===== config.mk =====
export PLATFORM = sky130hd
export DESIGN_NAME = rotator_sequencer_flat
export DESIGN_NICKNAME = d
export VERILOG_FILES = /design/src/rtl/rotator_pkg.sv /design/src/rtl/rotator_sequencer_if.sv /design/src/rtl/rotate_step_reg.sv /design/src/rtl/rotator_sequencer.sv /design/src/flat_wrapper.sv
export SDC_FILE = /design/constraint.sdc
export NUM_CORES = 1
export LEC_CHECK = 0
export BUFFER_PORTS_ARGS = -buffer_cell sky130_fd_sc_hd__buf_2
export CAP_MARGIN = 20
export CELL_PAD_IN_SITES_DETAIL_PLACEMENT = 0
export CELL_PAD_IN_SITES_GLOBAL_PLACEMENT = 2
export CORE_UTILIZATION = 25
export DETAILED_ROUTE_END_ITERATION = 6
export HOLD_SLACK_MARGIN = 0.02
export PLACE_DENSITY_LB_ADDON = 0.1
export SYNTH_ARGS = -nofsm -noshare
export SYNTH_HDL_FRONTEND = slang
export SYNTH_SLANG_ARGS = --single-unit

===== constraint.sdc =====
create_clock -name clk -period 1.1 [get_ports clk]
set_input_delay 0.055 -clock clk [delete_from_list [all_inputs] [get_ports clk]]
set_output_delay 0.055 -clock clk [all_outputs]
set_load 0.02 [all_outputs]

===== src/rtl/rotator_pkg.sv =====
// Shared types and defaults for the rotate sequencer slice: state encoding,
// rotate-direction constants and default datapath widths.
package rotator_pkg;

  localparam int DEF_WIDTH = 8;
  localparam int DEF_CNT_W = 4;

  localparam logic DIR_LEFT  = 1'b1;
  localparam logic DIR_RIGHT = 1'b0;

  typedef enum logic [1:0] {
    IDLE    = 2'd0,
    ROTATE  = 2'd1,
    RESPOND = 2'd2
  } state_e;

endpackage


===== src/rtl/rotator_sequencer_if.sv =====
// Requester command channels, response channel and busy flag of the rotate
// sequencer; slave is the sequencer side, master the requester/consumer side.
interface rotator_sequencer_if #(
  parameter int WIDTH = rotator_pkg::DEF_WIDTH,
  parameter int CNT_W = rotator_pkg::DEF_CNT_W
);

  logic             req0_valid;
  logic             req0_ready;
  logic [WIDTH-1:0] req0_data;
  logic             req0_dir;
  logic [CNT_W-1:0] req0_steps;

  logic             req1_valid;
  logic             req1_ready;
  logic [WIDTH-1:0] req1_data;
  logic             req1_dir;
  logic [CNT_W-1:0] req1_steps;

  logic             rsp_valid;
  logic             rsp_ready;
  logic [WIDTH-1:0] rsp_data;
  logic             rsp_id;
  logic             busy;

  modport slave (
    input  req0_valid, req0_data, req0_dir, req0_steps,
    input  req1_valid, req1_data, req1_dir, req1_steps,
    input  rsp_ready,
    output req0_ready, req1_ready,
    output rsp_valid, rsp_data, rsp_id, busy
  );

  modport master (
    output req0_valid, req0_data, req0_dir, req0_steps,
    output req1_valid, req1_data, req1_dir, req1_steps,
    output rsp_ready,
    input  req0_ready, req1_ready,
    input  rsp_valid, rsp_data, rsp_id, busy
  );

endinterface


===== src/rtl/rotate_step_reg.sv =====
// WIDTH-bit pattern register: parallel load, or one-position rotate per
// enabled cycle in the selected direction. Load wins over step.
module rotate_step_reg
  import rotator_pkg::*;
#(
  parameter int WIDTH = DEF_WIDTH
) (
  input  logic             clk,
  input  logic             rst_n,
  input  logic             load,
  input  logic             step_en,
  input  logic             dir,
  input  logic [WIDTH-1:0] load_data,
  output logic [WIDTH-1:0] q
);

  logic [WIDTH-1:0] q_reg;
  logic [WIDTH-1:0] q_next;
  logic [WIDTH-1:0] rot_left;
  logic [WIDTH-1:0] rot_right;

  // Left: bit i takes bit i-1 (MSB wraps to LSB); right: bit i takes bit i+1.
  genvar gi;
  generate
    for (gi = 0; gi < WIDTH; gi++) begin : g_rot
      assign rot_left[gi]  = q_reg[(gi + WIDTH - 1) % WIDTH];
      assign rot_right[gi] = q_reg[(gi + 1) % WIDTH];
    end
  endgenerate

  always_comb begin
    q_next = q_reg;
    if (load) begin
      q_next = load_data;
    end else if (step_en) begin
      q_next = (dir == DIR_LEFT) ? rot_left : rot_right;
    end
  end

  always_ff @(posedge clk or negedge rst_n) begin
    if (!rst_n) begin
      q_reg <= '0;
    end else begin
      q_reg <= q_next;
    end
  end

  assign q = q_reg;

endmodule


===== src/rtl/rotator_sequencer.sv =====
// Two-requester rotate command sequencer: arbitrate, rotate one step per clock,
// respond with the requester tag. Define ROTSEQ_RR_ARB_EN for round-robin arbitration.
module rotator_sequencer
  import rotator_pkg::*;
#(
  parameter int WIDTH = DEF_WIDTH,
  parameter int CNT_W = DEF_CNT_W
) (
  input  logic               clk,
  input  logic               rst_n,
  rotator_sequencer_if.slave bus
);

  localparam logic [1:0] ST_IDLE    = IDLE;
  localparam logic [1:0] ST_ROTATE  = ROTATE;
  localparam logic [1:0] ST_RESPOND = RESPOND;

  logic [1:0]       state_reg, state_next;
  logic [CNT_W-1:0] cnt_reg, cnt_next;
  logic             dir_reg, dir_next;
  logic             id_reg, id_next;

  logic             idle;
  logic             grant0, grant1;
  logic             ready0, ready1;
  logic             accept;
  logic             sel_dir;
  logic [WIDTH-1:0] sel_data;
  logic [CNT_W-1:0] sel_steps;
  logic [WIDTH-1:0] rot_q;

  assign idle = (state_reg == ST_IDLE);

`ifdef ROTSEQ_RR_ARB_EN
  // Remembers which requester won the last accept; 1 so req0 wins first contention.
  logic last_reg;

  assign grant0 = bus.req0_valid && (!bus.req1_valid || last_reg);

  always_ff @(posedge clk or negedge rst_n) begin
    if (!rst_n) begin
      last_reg <= 1'b1;
    end else if (accept) begin
      last_reg <= grant1;
    end
  end
`else
  assign grant0 = bus.req0_valid;
`endif

  assign grant1 = bus.req1_valid && !grant0;

  // Gating with rst_n keeps ready low while reset is held with valid asserted.
  assign ready0 = rst_n && idle && grant0;
  assign ready1 = rst_n && idle && grant1;
  assign accept = ready0 || ready1;

  assign sel_data  = grant1 ? bus.req1_data  : bus.req0_data;
  assign sel_dir   = grant1 ? bus.req1_dir   : bus.req0_dir;
  assign sel_steps = grant1 ? bus.req1_steps : bus.req0_steps;

  always_comb begin
    state_next = state_reg;
    cnt_next   = cnt_reg;
    dir_next   = dir_reg;
    id_next    = id_reg;
    case (state_reg)
      ST_IDLE: begin
        if (accept) begin
          cnt_next   = sel_steps;
          dir_next   = sel_dir;
          id_next    = grant1;
          state_next = (sel_steps == '0) ? ST_RESPOND : ST_ROTATE;
        end
      end
      ST_ROTATE: begin
        cnt_next = cnt_reg - CNT_W'(1);
        if (cnt_reg == CNT_W'(1)) begin
          state_next = ST_RESPOND;
        end
      end
      ST_RESPOND: begin
        if (bus.rsp_ready) begin
          state_next = ST_IDLE;
        end
      end
      default: begin
        state_next = ST_IDLE;
      end
    endcase
  end

  always_ff @(posedge clk or negedge rst_n) begin
    if (!rst_n) begin
      state_reg <= ST_IDLE;
      cnt_reg   <= '0;
      dir_reg   <= DIR_RIGHT;
      id_reg    <= 1'b0;
    end else begin
      state_reg <= state_next;
      cnt_reg   <= cnt_next;
      dir_reg   <= dir_next;
      id_reg    <= id_next;
    end
  end

  rotate_step_reg #(
    .WIDTH (WIDTH)
  ) u_step_reg (
    .clk       (clk),
    .rst_n     (rst_n),
    .load      (accept),
    .step_en   (state_reg == ST_ROTATE),
    .dir       (dir_reg),
    .load_data (sel_data),
    .q         (rot_q)
  );

  assign bus.req0_ready = ready0;
  assign bus.req1_ready = ready1;
  assign bus.rsp_valid  = (state_reg == ST_RESPOND);
  assign bus.rsp_data   = rot_q;
  assign bus.rsp_id     = id_reg;
  assign bus.busy       = !idle;

endmodule


===== src/flat_wrapper.sv =====
// flat-port wrapper written by rule: the top's interface ports become plain ports
module rotator_sequencer_flat import rotator_pkg::*;
#(
  parameter int WIDTH = DEF_WIDTH,
  parameter int CNT_W = DEF_CNT_W
)
  (clk, rst_n, bus_req0_valid, bus_req0_data, bus_req0_dir, bus_req0_steps, bus_req1_valid, bus_req1_data, bus_req1_dir, bus_req1_steps, bus_rsp_ready, bus_req0_ready, bus_req1_ready, bus_rsp_valid, bus_rsp_data, bus_rsp_id, bus_busy);
  rotator_sequencer_if #(.WIDTH(WIDTH), .CNT_W(CNT_W)) bus_i ();
  input  logic clk;
  input  logic rst_n;
  input wire logic [$bits(bus_i.req0_valid)-1:0] bus_req0_valid;
  input wire logic [$bits(bus_i.req0_data)-1:0] bus_req0_data;
  input wire logic [$bits(bus_i.req0_dir)-1:0] bus_req0_dir;
  input wire logic [$bits(bus_i.req0_steps)-1:0] bus_req0_steps;
  input wire logic [$bits(bus_i.req1_valid)-1:0] bus_req1_valid;
  input wire logic [$bits(bus_i.req1_data)-1:0] bus_req1_data;
  input wire logic [$bits(bus_i.req1_dir)-1:0] bus_req1_dir;
  input wire logic [$bits(bus_i.req1_steps)-1:0] bus_req1_steps;
  input wire logic [$bits(bus_i.rsp_ready)-1:0] bus_rsp_ready;
  output wire logic [$bits(bus_i.req0_ready)-1:0] bus_req0_ready;
  output wire logic [$bits(bus_i.req1_ready)-1:0] bus_req1_ready;
  output wire logic [$bits(bus_i.rsp_valid)-1:0] bus_rsp_valid;
  output wire logic [$bits(bus_i.rsp_data)-1:0] bus_rsp_data;
  output wire logic [$bits(bus_i.rsp_id)-1:0] bus_rsp_id;
  output wire logic [$bits(bus_i.busy)-1:0] bus_busy;
  assign bus_i.req0_valid = bus_req0_valid;
  assign bus_i.req0_data = bus_req0_data;
  assign bus_i.req0_dir = bus_req0_dir;
  assign bus_i.req0_steps = bus_req0_steps;
  assign bus_i.req1_valid = bus_req1_valid;
  assign bus_i.req1_data = bus_req1_data;
  assign bus_i.req1_dir = bus_req1_dir;
  assign bus_i.req1_steps = bus_req1_steps;
  assign bus_i.rsp_ready = bus_rsp_ready;
  assign bus_req0_ready = bus_i.req0_ready;
  assign bus_req1_ready = bus_i.req1_ready;
  assign bus_rsp_valid = bus_i.rsp_valid;
  assign bus_rsp_data = bus_i.rsp_data;
  assign bus_rsp_id = bus_i.rsp_id;
  assign bus_busy = bus_i.busy;
  rotator_sequencer #(.WIDTH(WIDTH), .CNT_W(CNT_W)) u_core (.clk(clk), .rst_n(rst_n), .bus(bus_i));
endmodule

==> impl_results.md, run 1 <==
- Status: complete, but fails checks
- Failing checks: negative setup slack
- # IOs: 44
- GR Layer Usage met1: 16.7%
- Setup crit end kind: primary output
- Syn Inst Count: 109
- Worst min-delay path class: in -> reg
- Floorplan row count: 23
- Max-cap violation count: 0
- Gr busiest metal: met2
- Share of post-route cells with drive strength above 1: between 60% and 70%
- Min Clock Period, post-route: ~1300 ps
- Wire per inst: 13.7 µm
- Starting Density: about a quarter
- Largest net degree at the start of global routing: 13
- Synth top area share: between 30 and 40%
- Synth Flop Type: dfrtp_1
- Via/cell ratio: 4.69
- RSZ-0062 raised after global routing: yes
- Fill count: 417
- Clock sink count: 16
- Die Span X: about 68 µm
- P_leak: ~0.93 nW
- Area after DPL: 0.00152 mm²
- DRT Pass-1 Iters: 4
- Die Area: between 0.004 and 0.005 mm²
- Routed WL: 3160 µm
- Clock buffer depth: 2
- Flip-flop and latch count after synthesis: 16
- Count leader, synth: mux2i_1
- Fin area: around 0.0019 mm²
- Via Count: about 1.1k
- Core Box Area: around 0.004 mm²
- Max IR drop VDD: around 0.84 mV
- Slew @ Worst Pin: ~260 ps
- Mapped Avg Cell Area: approximately 9.9 µm²
- Required time of the critical path: around 1000 ps
- Final hold vios: 0
- GRT Total Usage: about 15%
- Final period util: 120%
- Clock transition at path regs: about 60 ps
- 1st-iter DRT viols: 31
- Max Clock Skew: 1.99 ps
- Critical path startpoint category: flop
- Net Count, Synth: 142
- Met2 GRT Util: 27.7%
- CTS tree: yes
- Routability congestion estimate: just under 0.7
- Die Y: ~68 µm
- Synth async-reset ratio: 100%
- Max reg flops: 8
- Nets: around 210
- Synth area leader: dfrtp_1
- Final setup viols: 20
- Num CTS Buffers: 3
- Relative slew slack: 82.6%
- CP Class: reg -> out
- Synth-to-Final Area Change: 73.9%
- Slew Viols, Final: 0
- Met3 Usage GRT: under 10%
- Port bufs: 43
- CTS Root Cell: clkbuf_8
- Final Core Density: around 46%
- EDFF count, synth: 0
- Synth area leaders: dfrtp_1 (37%), mux2i_1 (18%), o221ai_1 (6.5%)
- Pwr/cell area: 2630 mW/mm²
- Yosys cell types: 32
- FMAX: ~760 MHz
- R2R Setup Slk: -180 ps
- Post-Syn Area: approximately 0.0011 mm²
- Final worst-path setup slack: -221 ps
- Synth top cells by count: mux2i_1 (19), dfrtp_1 (16), nand2_1 (13), nor2_1 (8), o221ai_1 (8)
- Worst Path Max Fanout: 2
- CP arrival: 1270 ps
- Grt ovf: 0
- Drt drc: 0
- H-tree depth: 1
- Vias in the first global route: about 1.1k
- HPWL reported at the end of detailed placement: 2310 µm
- First-pass GRT wire length: 5000 µm
- Worst skew pair latency: around 250 ps
- Sequential element share of the synthesized area: 37.0%
- Final antenna-violating net count: 0
- Initial antenna violation count: 0
- Yosys warns: 0
- Diode count: 0
## repair_timing
item,4_1_cts,5_1_grt
endpoints found under the setup margin,19,20
hold buffers,1,0
hold endpoints to repair,16,0
gates resized for setup,36,20
pin swaps,16,7
buffers inserted,6,3
## per-layer routing
layer  part of all wire, %  vias to the layer above  routed length (µm)
met4                  0.54                        0                  17
li1                      -                      542                   -
met1                    44                      506                1380
met3                   4.5                        2                 143
met2                    51                       29                1610
met5                     0                        -                   0
## power breakdown
group	internal, W	total, W	switching (W)
sequential	0.000876	0.00124	0.000359
combinational	0.00171	0.00320	0.00149
clock	0.000317	0.000519	0.000202
total	0.00290	0.00495	0.00205
## layout make-up
type / count / area (µm²) / share of cell area, %
clock buffers: 4 / 55.1 / 2.93
well taps: 50 / 62.6 / 3.32
multi-input cells: 82 / 806 / 42.8
repair buffers: 74 / 541 / 28.7
flip-flops and latches: 16 / 403 / 21.4
inverters: 4 / 15.0 / 0.798
## cell families after synthesis
| group | share of synthesized area [%] |
|---|---|
| simple gates | 15.8 |
| compound gates | 17.7 |
| buf+inv | 6.82 |
| fa+ha+maj | 2.31 |
| flops | 37.0 |
| mux | 20.3 |
## layout by cell type (no fill, tap or decap), types with 2 or more instances in the layout
| master | n |
|---|---|
| o21ai_1 | 3 |
| o221ai_2 | 8 |
| ha_4 | 2 |
| a21oi_2 | 3 |
| clkbuf_8 | 4 |
| dfrtp_2 | 2 |
| mux2_4 | 2 |
| nand2_4 | 4 |
| buf_4 | 22 |
| buf_2 | 39 |
| inv_1 | 2 |
| nand2_2 | 5 |
| a21oi_1 | 3 |
| nor2_1 | 6 |
| dfrtp_1 | 14 |
| buf_12 | 4 |
| nand2_1 | 4 |
| mux2i_1 | 19 |
| inv_2 | 2 |
| buf_6 | 8 |
## path summary, 6_finish.rpt
| check | cells past startpoint | to | from |
|---|---|---|---|
| min reg2reg | 2 | u_core.bus.rsp_id$_DFFE_PN0P_ | u_core.bus.rsp_id$_DFFE_PN0P_ |
| max reg2reg | 6 | u_core.u_step_reg.q[1]$_DFFE_PN0P_ | u_core.state_reg[0]$_DFFE_PN0P_ |
| max | 4 | bus_req0_ready | u_core.state_reg[0]$_DFFE_PN0P_ |
| min | 3 | u_core.dir_reg$_DFFE_PN0P_ | bus_req1_dir |
| min in group asynchronous | 3 | u_core.state_reg[1]$_DFFE_PN0P_ | rst_n |
| max in group asynchronous | 3 | u_core.u_step_reg.q[5]$_DFFE_PN0P_ | rst_n |
## per-stage QoR
step / power [W] / hold slack, ps / setup slack [ps] / setup TNS, ps / instances
global placement: 0.00345 / 22.1 / -175 / -1770 / 216
global route: 0.00529 / 111 / -275 / -4000 / 230
detailed placement: 0.00349 / 26.5 / -174 / -2070 / 216
finish: 0.00495 / 100 / -221 / -3000 / 230
floorplan: 0.00260 / -241 / -36.9 / -288 / 109
CTS: 0.00463 / 92.5 / -242 / -2470 / 227
## worst max-delay path: stages, from the launching register on
cell     delay, ps
dfrtp_2        430
nor3b_2        200
buf_4          140
and2_4         140
buf_6          110
Note: power is estimated with default switching activity, not from simulation.
==> inputs of run 2 (changes only) <==
- CORE_UTILIZATION: 25 -> 26
- CTS_BUF_LIST: unset -> sky130_fd_sc_hd__clkbuf_2 sky130_fd_sc_hd__clkbuf_4 sky130_fd_sc_hd__clkbuf_8
- MAX_ROUTING_LAYER: unset -> met4
==> run 2 against run 1 <==
Against the previous run: critical endpoint is now bus_req1_ready; non-clock buffer count decreased by 5; highest routed layer unchanged; the flow still finishes with violations (negative setup slack); hold slack got worse by 24 ps; cell area decreased by 11%; critical path depth increased by 2; register-to-register slack about the same; clock skew decreased by 1.1 ps; total power decreased by 14%; clock power increased by 3%; wire length decreased by 9.1%; flip-flop and latch count unchanged; sequential share of layout area increased by 2.6 points; maximum frequency increased by 0.63%.
==> impl_results.md, run 2 (same netlist as run 1, synthesis figures left out) <==
- Status: complete, but fails checks
- Failing checks: negative setup slack
- First-pass GRT wire length: around 4700 µm
- CTS Root Cell: clkbuf_8
- Net Sw Power: about 0.0017 W
- Wire per inst: 12.7 µm
- 1st-iter DRT viols: 13
- Via Count: about 1.0k
- Final period util: 119%
- CP arrival: 1260 ps
- Sw Share: between 40 and 50%
- Max Clock Skew: approximately 0.84 ps
- DRT Pass-1 Iters: 4
- Nets: ~210
- RSZ-0062 raised after global routing: yes
- Sequential power share: between 20% and 30%
- Multi-input gate area: 661 µm²
- Num CTS Buffers: 3
- Diode count: 0
- Total power: around 0.0043 W
- Clock buffer depth: 2
- Routability congestion estimate: about 0.75
- GRT Total Usage: between 10% and 20%
- Starting Density: 27.1%
- Final worst-path setup slack: -212 ps
- Max-cap violation count: 0
- Area after DPL: around 0.0015 mm²
- Cells after DPL: 216
- CP Class: reg -> out
- Reg-to-Reg Start: u_core.state_reg[0]$_DFFE_PN0P_
- # IOs: 44
- Clock sink count: 16
- Vias in the first global route: approximately 980
- HPWL reported at the end of detailed placement: 2270 µm
- H-tree depth: 1
- Pint: around 0.0025 W
- Max IR drop VDD: approximately 0.89 mV
- Initial antenna violation count: 0
- Core Box Area: approximately 0.004 mm²
- Drt drc: 0
- Combinational share of power: 60.5%
- Final setup viols: 19
- Fin cells: 225
- P_leak: ~0.86 nW
- Most frequent cells in the layout: buf_2 (39), buf_4 (21), mux2i_1 (19)
- Slew Viols, Final: 0
- Relative slew slack: 80.1%
- Min Clock Period, post-route: roughly 1300 ps
- Via/cell ratio: 4.64
- Worst Setup SP: u_core.state_reg[1]$_DFFE_PN0P_
- Port bufs: 43
- CTS tree: yes
- Largest net degree at the start of global routing: 16
- Critical path startpoint category: flop
- Die Span X: 66.5 µm
- Worst min-delay path class: in -> reg
- Die Area: 0.00442 mm²
- Routed WL: ~2900 µm
- Final hold slack: about 76 ps
- Grt ovf: 0
- Fin area: 0.00167 mm²
- Required time of the critical path: between 1000 and 1500 ps
- Fill count: slightly below 400
- Worst Min Path Start: bus_req1_dir
- Share of post-route cells with drive strength above 1: between 50% and 60%
- Pwr/cell area: 2550 mW/mm²
- Setup crit end kind: primary output
- Floorplan row count: 23
- Clock transition at path regs: around 70 ps
- Final hold vios: 0
- Synth-to-Final Area Change: 54.7%
- Die Y: 66.5 µm
- Max reg flops: 8
- Final Core Density: 41.9%
- Final antenna-violating net count: 0
- FMAX: approximately 760 MHz
- Most common cell after layout, fill and taps aside: buf_2
- Slew @ Worst Pin: slightly below 300 ps
- FF/Latch Area: around 400 µm²
- Worst Path Max Fanout: 4
- Clk pwr share: 12.6%
- Worst skew pair latency: 250 ps
-- run 2: changes by cell type in the layout (fill, tap and decap cells not counted), sizes merged --
cell  delta
buf      -5
-- run 2: metal layers --
| metal | vias up | track usage (%) | routed length, µm |
|---|---|---|---|
| met5 | - | - | 0 |
| met4 | 0 | 4.79 | 40 |
| met3 | 5 | 2.57 | 143 |
| met2 | 34 | 22.2 | 1250 |
| met1 | 480 | 20.0 | 1430 |
| li1 | 526 | - | - |
-- run 2: area by class of cell --
| cell class | instances | share of cell area [%] |
|---|---|---|
| flip-flops and latches | 16 | 24.0 |
| repair buffers | 69 | 28.6 |
| multi-input cells | 82 | 39.5 |
| inverters | 4 | 0.897 |
| well taps | 50 | 3.74 |
| clock buffers | 4 | 3.29 |
-- run 2: final timing paths --
path	to	slack, ps	cells after the start
max	bus_req1_ready	-210	6
min	u_core.dir_reg$_DFFE_PN0P_	80	3
max reg2reg	u_core.cnt_reg[2]$_DFFE_PN0P_	-190	4
min reg2reg	u_core.bus.rsp_id$_DFFE_PN0P_	540	2
max in group asynchronous	u_core.state_reg[0]$_DFFE_PN0P_	530	3
min in group asynchronous	u_core.bus.rsp_id$_DFFE_PN0P_	160	2
-- run 2: worst max-delay path, cell delays in order (launching register included) --
cell and delay [ps]:
dfrtp_1 410, buf_6 140, nor2_2 80, buf_6 110, nand2_1 40, nor2_1 80
buf_4 140
-- run 2: power groups by stage --
stage / clock (W) / sequential [W] / combinational, W
floorplan: 0 / 0.00128 / 0.00132
global placement: 0 / 0.00115 / 0.00235
detailed placement: 0 / 0.00116 / 0.00236
CTS: 0.000560 / 0.00116 / 0.00257
global route: 0.000578 / 0.00120 / 0.00283
finish: 0.000537 / 0.00115 / 0.00258
-- run 2: stage by stage --
stage	worst slack [ps]	setup TNS [ps]
finish	-212	-2490
floorplan	-36.9	-288
CTS	-230	-2560
global placement	-180	-1680
global route	-275	-3630
detailed placement	-176	-1790
-- run 2: timing repair --
item / 4_1_cts / 5_1_grt
gates cloned: 0 / 0
resized for setup: 12 / 4
endpoints found under the setup margin: 19 / 20
pin swaps: 4 / 1
setup buffers: 4 / 0
endpoints found under the hold margin: 16 / 0
hold buffers: 1 / 0
